[config.mk]
export PLATFORM = sky130hd
export DESIGN_NAME = row_pixel_serializer
export DESIGN_NICKNAME = d
export VERILOG_FILES = /design/src/rtl/row_pixel_serializer.sv
export SDC_FILE = /design/constraint.sdc
export NUM_CORES = 1
export LEC_CHECK = 0
export CORE_UTILIZATION = 35
export DETAILED_ROUTE_END_ITERATION = 7
export GPL_TIMING_DRIVEN = 0
export HOLD_SLACK_MARGIN = 0.12
export SYNTH_ARGS = -nofsm -noshare
export SYNTH_HDL_FRONTEND = slang
export SYNTH_SLANG_ARGS = --single-unit
[constraint.sdc]
create_clock -name clk -period 3 [get_ports clk]
set_input_delay 0.6 -clock clk [delete_from_list [all_inputs] [get_ports clk]]
set_output_delay 0.6 -clock clk [all_outputs]
set_load 0.05 [all_outputs]
[src/rtl/row_pixel_serializer.sv]
// Pops one buffered row word and streams it out one pixel per valid/ready beat.
// Optional ROW_PIXEL_SERIALIZER_PREFETCH_EN reloads on the last beat for gapless rows.
module row_pixel_serializer #(
    parameter int unsigned DATA_WIDTH = 344,
    parameter int unsigned PIX_WIDTH  = 8,
    parameter int unsigned ROWS       = 43
) (
    input  logic                      clk,
    input  logic                      rst_n,
    input  logic                      buf_empty,
    input  logic [DATA_WIDTH-1:0]     buf_rd_data,
    output logic                      buf_rd_en,
    output logic                      m_valid,
    input  logic                      m_ready,
    output logic [PIX_WIDTH-1:0]      m_data,
    output logic                      m_last,
    output logic                      m_frame_last,
    output logic [$clog2(ROWS)-1:0]   row_idx
);

    localparam int unsigned NPIX  = DATA_WIDTH / PIX_WIDTH;
    localparam int unsigned CNT_W = (NPIX > 1) ? $clog2(NPIX) : 1;
    localparam int unsigned ROW_W = $clog2(ROWS);

    generate
        if (DATA_WIDTH % PIX_WIDTH != 0) begin : g_width_check
            $error("DATA_WIDTH must be an integer multiple of PIX_WIDTH");
        end
    endgenerate

    typedef enum logic [0:0] {StIdle, StSend} state_e;

    state_e                state_q, state_d;
    logic [DATA_WIDTH-1:0] shift_q, shift_d;
    logic [CNT_W-1:0]      pix_cnt_q, pix_cnt_d;
    logic [ROW_W-1:0]      row_q, row_d;

    logic is_last;
    logic beat;
    logic last_beat;
    logic load;

    always_comb begin
        is_last   = (state_q == StSend) && (pix_cnt_q == CNT_W'(NPIX - 1));
        beat      = (state_q == StSend) && m_ready;
        last_beat = is_last && m_ready;
`ifdef ROW_PIXEL_SERIALIZER_PREFETCH_EN
        load      = !buf_empty && ((state_q == StIdle) || last_beat);
`else
        load      = !buf_empty && (state_q == StIdle);
`endif
    end

    // State register
    always_ff @(posedge clk or negedge rst_n) begin
        if (!rst_n) begin
            state_q <= StIdle;
        end else begin
            state_q <= state_d;
        end
    end

    // Next-state logic
    always_comb begin
        state_d = state_q;
        unique case (state_q)
            StIdle: begin
                if (load) begin
                    state_d = StSend;
                end
            end
            StSend: begin
                if (last_beat) begin
                    state_d = load ? StSend : StIdle;
                end
            end
            default: state_d = StIdle;
        endcase
    end

    always_ff @(posedge clk or negedge rst_n) begin
        if (!rst_n) begin
            shift_q   <= '0;
            pix_cnt_q <= '0;
            row_q     <= '0;
        end else begin
            shift_q   <= shift_d;
            pix_cnt_q <= pix_cnt_d;
            row_q     <= row_d;
        end
    end

    always_comb begin
        shift_d   = shift_q;
        pix_cnt_d = pix_cnt_q;
        row_d     = row_q;
        if (load) begin
            shift_d   = buf_rd_data;
            pix_cnt_d = '0;
        end else if (beat) begin
            shift_d   = shift_q >> PIX_WIDTH;
            pix_cnt_d = is_last ? '0 : pix_cnt_q + 1'b1;
        end
        if (last_beat) begin
            row_d = (row_q == ROW_W'(ROWS - 1)) ? '0 : row_q + 1'b1;
        end
    end

    // Output logic; the pop is gated by reset so no row is lost while held in reset
    always_comb begin
        m_valid      = (state_q == StSend);
        m_data       = shift_q[PIX_WIDTH-1:0];
        m_last       = is_last;
        m_frame_last = is_last && (row_q == ROW_W'(ROWS - 1));
        row_idx      = row_q;
        buf_rd_en    = load && rst_n;
    end

endmodule

# Word-level counts from Yosys, hierarchy flattened
# Cells that the tools add are included.
# classes
add_sub_neg	2
n_eq_ne	2
mux	9
bitwise_logic	1
reduce_logical	8
# ops
op	n
344-bit two-way mux	2
6-bit two-way mux	4
6-bit by 1-bit adder with 6-bit output (second input constant)	2
6-bit == test (second input constant)	2
1-bit logical AND	6
1-bit two-way mux	2
1-bit case mux with 2 select lines	1
2-bit nonzero test	1
1-bit zero test	1
1-bit inverter	1
# word_totals
regBits	357
wordCells	26

# Depth between registers and ports, before layout
# depth
ltp_word	5
mapped_depth	7
depth_no_buf	6

# Worst setup path before layout
# OpenSTA, ideal clock, no wires.
# synth_timing
path_kind	register -> output
start	register row_q[1] (netlist: row_idx[1])
end	output port m_frame_last
t_arrival_ps	1783
required_ps	2400
setup_slack_ps	617
path_stages_with_launch	4
n_path_buf	0
cell_sequence	dfrtp_1 > ha_1 > nand4_1 > nor2_1
# synth_via
elab_chain_len	2
# synth_rtl
element	line	rtl
start: declaration	36	logic [ROW_W-1:0] row_q, row_d;
start signal: assignment	89	row_q <= row_d;
6-bit == test	114	m_frame_last = is_last && (row_q == ROW_W'(ROWS - 1));
1-bit logical AND	114	
end: declaration	17	output logic m_frame_last,
# No other way between the ends.

# Final worst setup path
# layout_timing
start	input port buf_empty
end	output port buf_rd_en
# layout_via
elab_chain_len	3
# layout_rtl
element	line	rtl
start: declaration	10	input logic buf_empty,
1-bit zero test	50	load = !buf_empty && (state_q == StIdle);
1-bit logical AND	50	
1-bit logical AND	116	buf_rd_en = load && rst_n;
end: declaration	12	output logic buf_rd_en,
# No other way between the ends.

==> flow_metrics.env <==
export IMPL_floorplan_rows=78
export IMPL_final_min_period_over_clock_period=0.972
export IMPL_hold_viol_final=0
export IMPL_relSlewSlack=0.565
export IMPL_crit_chain="clkdlybuf4s50_1, nor2_2, buf_2, and2_1, clkdlybuf4s15_2"
export IMPL_wl_per_cell_um=17.4
export IMPL_post_route_total_power_w=0.0123
export IMPL_status="finished, final reports clean"
export IMPL_die_height_um=216
export IMPL_synth_top_area_frac=0.557
export IMPL_place_hpwl_um=38100
export IMPL_synth_async_sr_flop_share=1.00
export IMPL_ff2ff_path_depth=5
export IMPL_depth_of_the_cts_h_tree=2
export IMPL_cellLeakagePower_nw=9.62
export IMPL_dr_first_iter_drc_count=1352
export IMPL_ioPinCount=366
export IMPL_crit_path_start_kind="primary input"
export IMPL_synth_warn=0
export IMPL_routed_via_density=5.03
export IMPL_post_synth_instance_area_um2=16000
export IMPL_worst_path_buf_inv=3
export IMPL_fillerInstances=4425
export IMPL_final_core_utilization=0.485
export IMPL_multi_input_area_um2=6320
export IMPL_critical_path_arrival_ps=2320
export IMPL_clk_latency_ps=550
export IMPL_criticalPathCategory="primary input to output pin"
export IMPL_synth_top_cells_by_area="sky130_fd_sc_hd__dfrtp_1, sky130_fd_sc_hd__nand2_1, sky130_fd_sc_hd__a31oi_1"
export IMPL_timing_max_cap_violations=0
export IMPL_detail_route_antenna_nets=0
export IMPL_ys_types=30
export IMPL_timing_final_setup_violations=0
export IMPL_maxSlewViolCount=0
export IMPL_path_depth=5
export IMPL_place_gp_congestion=0.869
export IMPL_tightestPinTransition_ps=652
export IMPL_power_per_cell_area_nw_per_um2=560
export IMPL_layout_area_growth_over_synthesis_pct=36.8
export IMPL_cts_root_buffer_cell="sky130_fd_sc_hd__clkbuf_16"
export IMPL_start_util=0.354
export IMPL_maximum_number_of_pins_on_one_net_before_global_route_repair=124
export IMPL_final_net_count=2709
export IMPL_worst_path_max_stage_delay_ps=470
export IMPL_drc_errors=0
export IMPL_grt_overflow=0
export IMPL_synthesis_area_per_instance_um2=8.26
export IMPL_cp_top_family="buffers and inverters"
export IMPL_clk_pin_slew_ps=60
export IMPL_skew_ps=16.2
export IMPL_period_minus_slack_ps=2920
export IMPL_clock_path_buffers=3
export IMPL_post_cts_setup_buffers=0
export IMPL_core_area_um2=45300
export IMPL_numCtsBuffers=41
export IMPL_yosys_register_bits=357
export IMPL_ir_drop_uv=332
export IMPL_detail_route_wirelength_um=51800
export IMPL_max_clock_freq_ghz=0.343
export IMPL_die_width_um=216
export IMPL_place_port_buffers=365
export IMPL_grt_setup_unrepaired="no"
export IMPL_first_pass_iters=6
export IMPL_critical_path_endpoint_type="output pin"
export IMPL_critPathRequiredTime_ps=2400
export IMPL_antenna_found_initial=6
export IMPL_layout_drive_gt1_share=0.0772
export IMPL_netlist_top_cell_by_area="sky130_fd_sc_hd__dfrtp_1"
export IMPL_dp_slack_ps=-622
export IMPL_cts_sinks=357
export IMPL_route_vias_total=15000
export IMPL_wire_length_of_the_first_global_routing_pass_um=82400
export IMPL_clock_tree_from_tritoncts="done"
export IMPL_sequential_standard_cell_area_um2=8930
export IMPL_worst_r2r_startpoint="m_valid"
export IMPL_synth_flop_cell="sky130_fd_sc_hd__dfrtp_1"
export IMPL_synth_cells=1941
export IMPL_hold_class="primary input to asynchronous set/reset pin"
export IMPL_synth_seq_area_share=0.557
export IMPL_ff2ff_setup_slack_ps=970
export IMPL_crit_slowest_cell="sky130_fd_sc_hd__clkdlybuf4s50_1"
export IMPL_critPathMaxFanout=10
export IMPL_die_area_um2=46700
export IMPL_grt_pass1_vias=15400
export IMPL_postLayoutSetupSlackWorst_ps=84.5
export IMPL_synth_net_count=2293
export IMPL_setup_tns_final_ps=0
export IMPL_synth_enable_flop_cells=0
export IMPL_r2r_end="shift_q[230]"
export IMPL_gr_usage_all_layers=0.222
-- tightest hold or removal path: stages --
cell                     delay [ps]
sky130_fd_sc_hd__buf_8          140
sky130_fd_sc_hd__buf_16         120
sky130_fd_sc_hd__buf_16         220
-- timing repair --
| action | 4_1_cts | 5_1_grt |
|---|---|---|
| gates cloned | 1 | 0 |
| hold buffers | 4 | 0 |
| resized for setup | 6 | 3 |
| setup endpoints to repair | 3 | 2 |
| endpoints found under the hold margin | 50 | 0 |
-- area by class of cell --
type                       count  area share
tap                          600      0.0342
sequential                   357       0.407
clock inverter                 7     0.00319
buffer                       159      0.0349
multi-input combinational   1421       0.288
inverter                       4    0.000684
clock buffer                  61      0.0552
timing repair buffer         373       0.176
antenna                        4    0.000456
-- through the flow --
step / instance area [µm²] / hold slack (ps) / cells
5_1_grt: 21900 / 155 / 2986
3_5_place_dp: 20500 / 470 / 2909
4_1_cts: 21900 / 146 / 2982
2_1_floorplan: 16000 / 304 / 1941
6_report: 21900 / 153 / 2986
3_3_place_gp: 20400 / 469 / 2906
-- how the worst max path moves through the flow --
stage                  from           end  slack [ps]
5_1_grt        pix_cnt_q[0]        m_last           6
3_5_place_dp          rst_n     buf_rd_en        -620
3_3_place_gp          rst_n  shift_q[121]      -14280
4_1_cts           buf_empty     buf_rd_en          60
6_report          buf_empty     buf_rd_en          80
2_1_floorplan    row_idx[1]  m_frame_last         620
-- state kept, by name (all words and copies together), names as in the netlist --
signal	cells
m_valid	1
pix_cnt_q	6
row_idx	6
shift_q	344
-- layout by cell type (no fill, tap or decap), types with 4 or more instances in the layout --
cell type / count
sky130_fd_sc_hd__inv_1: 4
sky130_fd_sc_hd__a31oi_1: 330
sky130_fd_sc_hd__buf_1: 5
sky130_fd_sc_hd__clkbuf_8: 11
sky130_fd_sc_hd__dfrtp_1: 357
sky130_fd_sc_hd__clkdlybuf4s50_1: 361
sky130_fd_sc_hd__diode_2: 4
sky130_fd_sc_hd__a22oi_1: 7
sky130_fd_sc_hd__a21oi_1: 10
sky130_fd_sc_hd__ha_1: 4
sky130_fd_sc_hd__o21ai_0: 11
sky130_fd_sc_hd__clkbuf_1: 50
sky130_fd_sc_hd__nand2_1: 699
sky130_fd_sc_hd__nor2_1: 333
sky130_fd_sc_hd__buf_2: 103
sky130_fd_sc_hd__buf_16: 5
sky130_fd_sc_hd__buf_4: 9
sky130_fd_sc_hd__clkbuf_16: 41
sky130_fd_sc_hd__nand3_1: 7
-- power breakdown --
group / switching, W / internal, W / total (W) / leakage [nW]
Clock: 0.00201 / 0.00286 / 0.00487 / 0.630
Combinational: 0.000805 / 0.000868 / 0.00167 / 4.19
Sequential: 0.000351 / 0.00539 / 0.00574 / 4.80
Total: 0.00316 / 0.00912 / 0.0123 / 9.62
-- routing by layer --
| layer | up-vias | track usage | share of wire |
|---|---|---|---|
| met5 | - | 0 | 0 |
| met4 | 0 | 0.0847 | 0.029 |
| met3 | 79 | 0.0345 | 0.056 |
| met2 | 465 | 0.348 | 0.46 |
| met1 | 7190 | 0.309 | 0.46 |
| li1 | 7296 | - | - |
-- cells by family after synthesis --
logic type	share of synthesized area
AOI/OAI and AO/OA	0.141
xor gates and xnor gates	0.00109
adders and majority gates	0.00312
buffers and inverters	0.0488
DFF	0.557
muxes	0.000624
and+or+nand+nor	0.249
-- cells in the mapped netlist, types with 2 or more instances --
| master | instances |
|---|---|
| sky130_fd_sc_hd__and2_1 | 2 |
| sky130_fd_sc_hd__nand3_1 | 7 |
| sky130_fd_sc_hd__nor2_1 | 334 |
| sky130_fd_sc_hd__buf_4 | 9 |
| sky130_fd_sc_hd__and3_1 | 2 |
| sky130_fd_sc_hd__inv_1 | 4 |
| sky130_fd_sc_hd__a22oi_1 | 7 |
| sky130_fd_sc_hd__buf_2 | 103 |
| sky130_fd_sc_hd__buf_1 | 5 |
| sky130_fd_sc_hd__nor2b_1 | 2 |
| sky130_fd_sc_hd__nand2_1 | 699 |
| sky130_fd_sc_hd__ha_1 | 4 |
| sky130_fd_sc_hd__a21oi_1 | 10 |
| sky130_fd_sc_hd__clkbuf_1 | 41 |
| sky130_fd_sc_hd__o21ai_0 | 11 |
| sky130_fd_sc_hd__a31oi_1 | 330 |
| sky130_fd_sc_hd__dfrtp_1 | 357 |
| sky130_fd_sc_hd__nand4_1 | 2 |
Power figures use the tool's default switching activity.
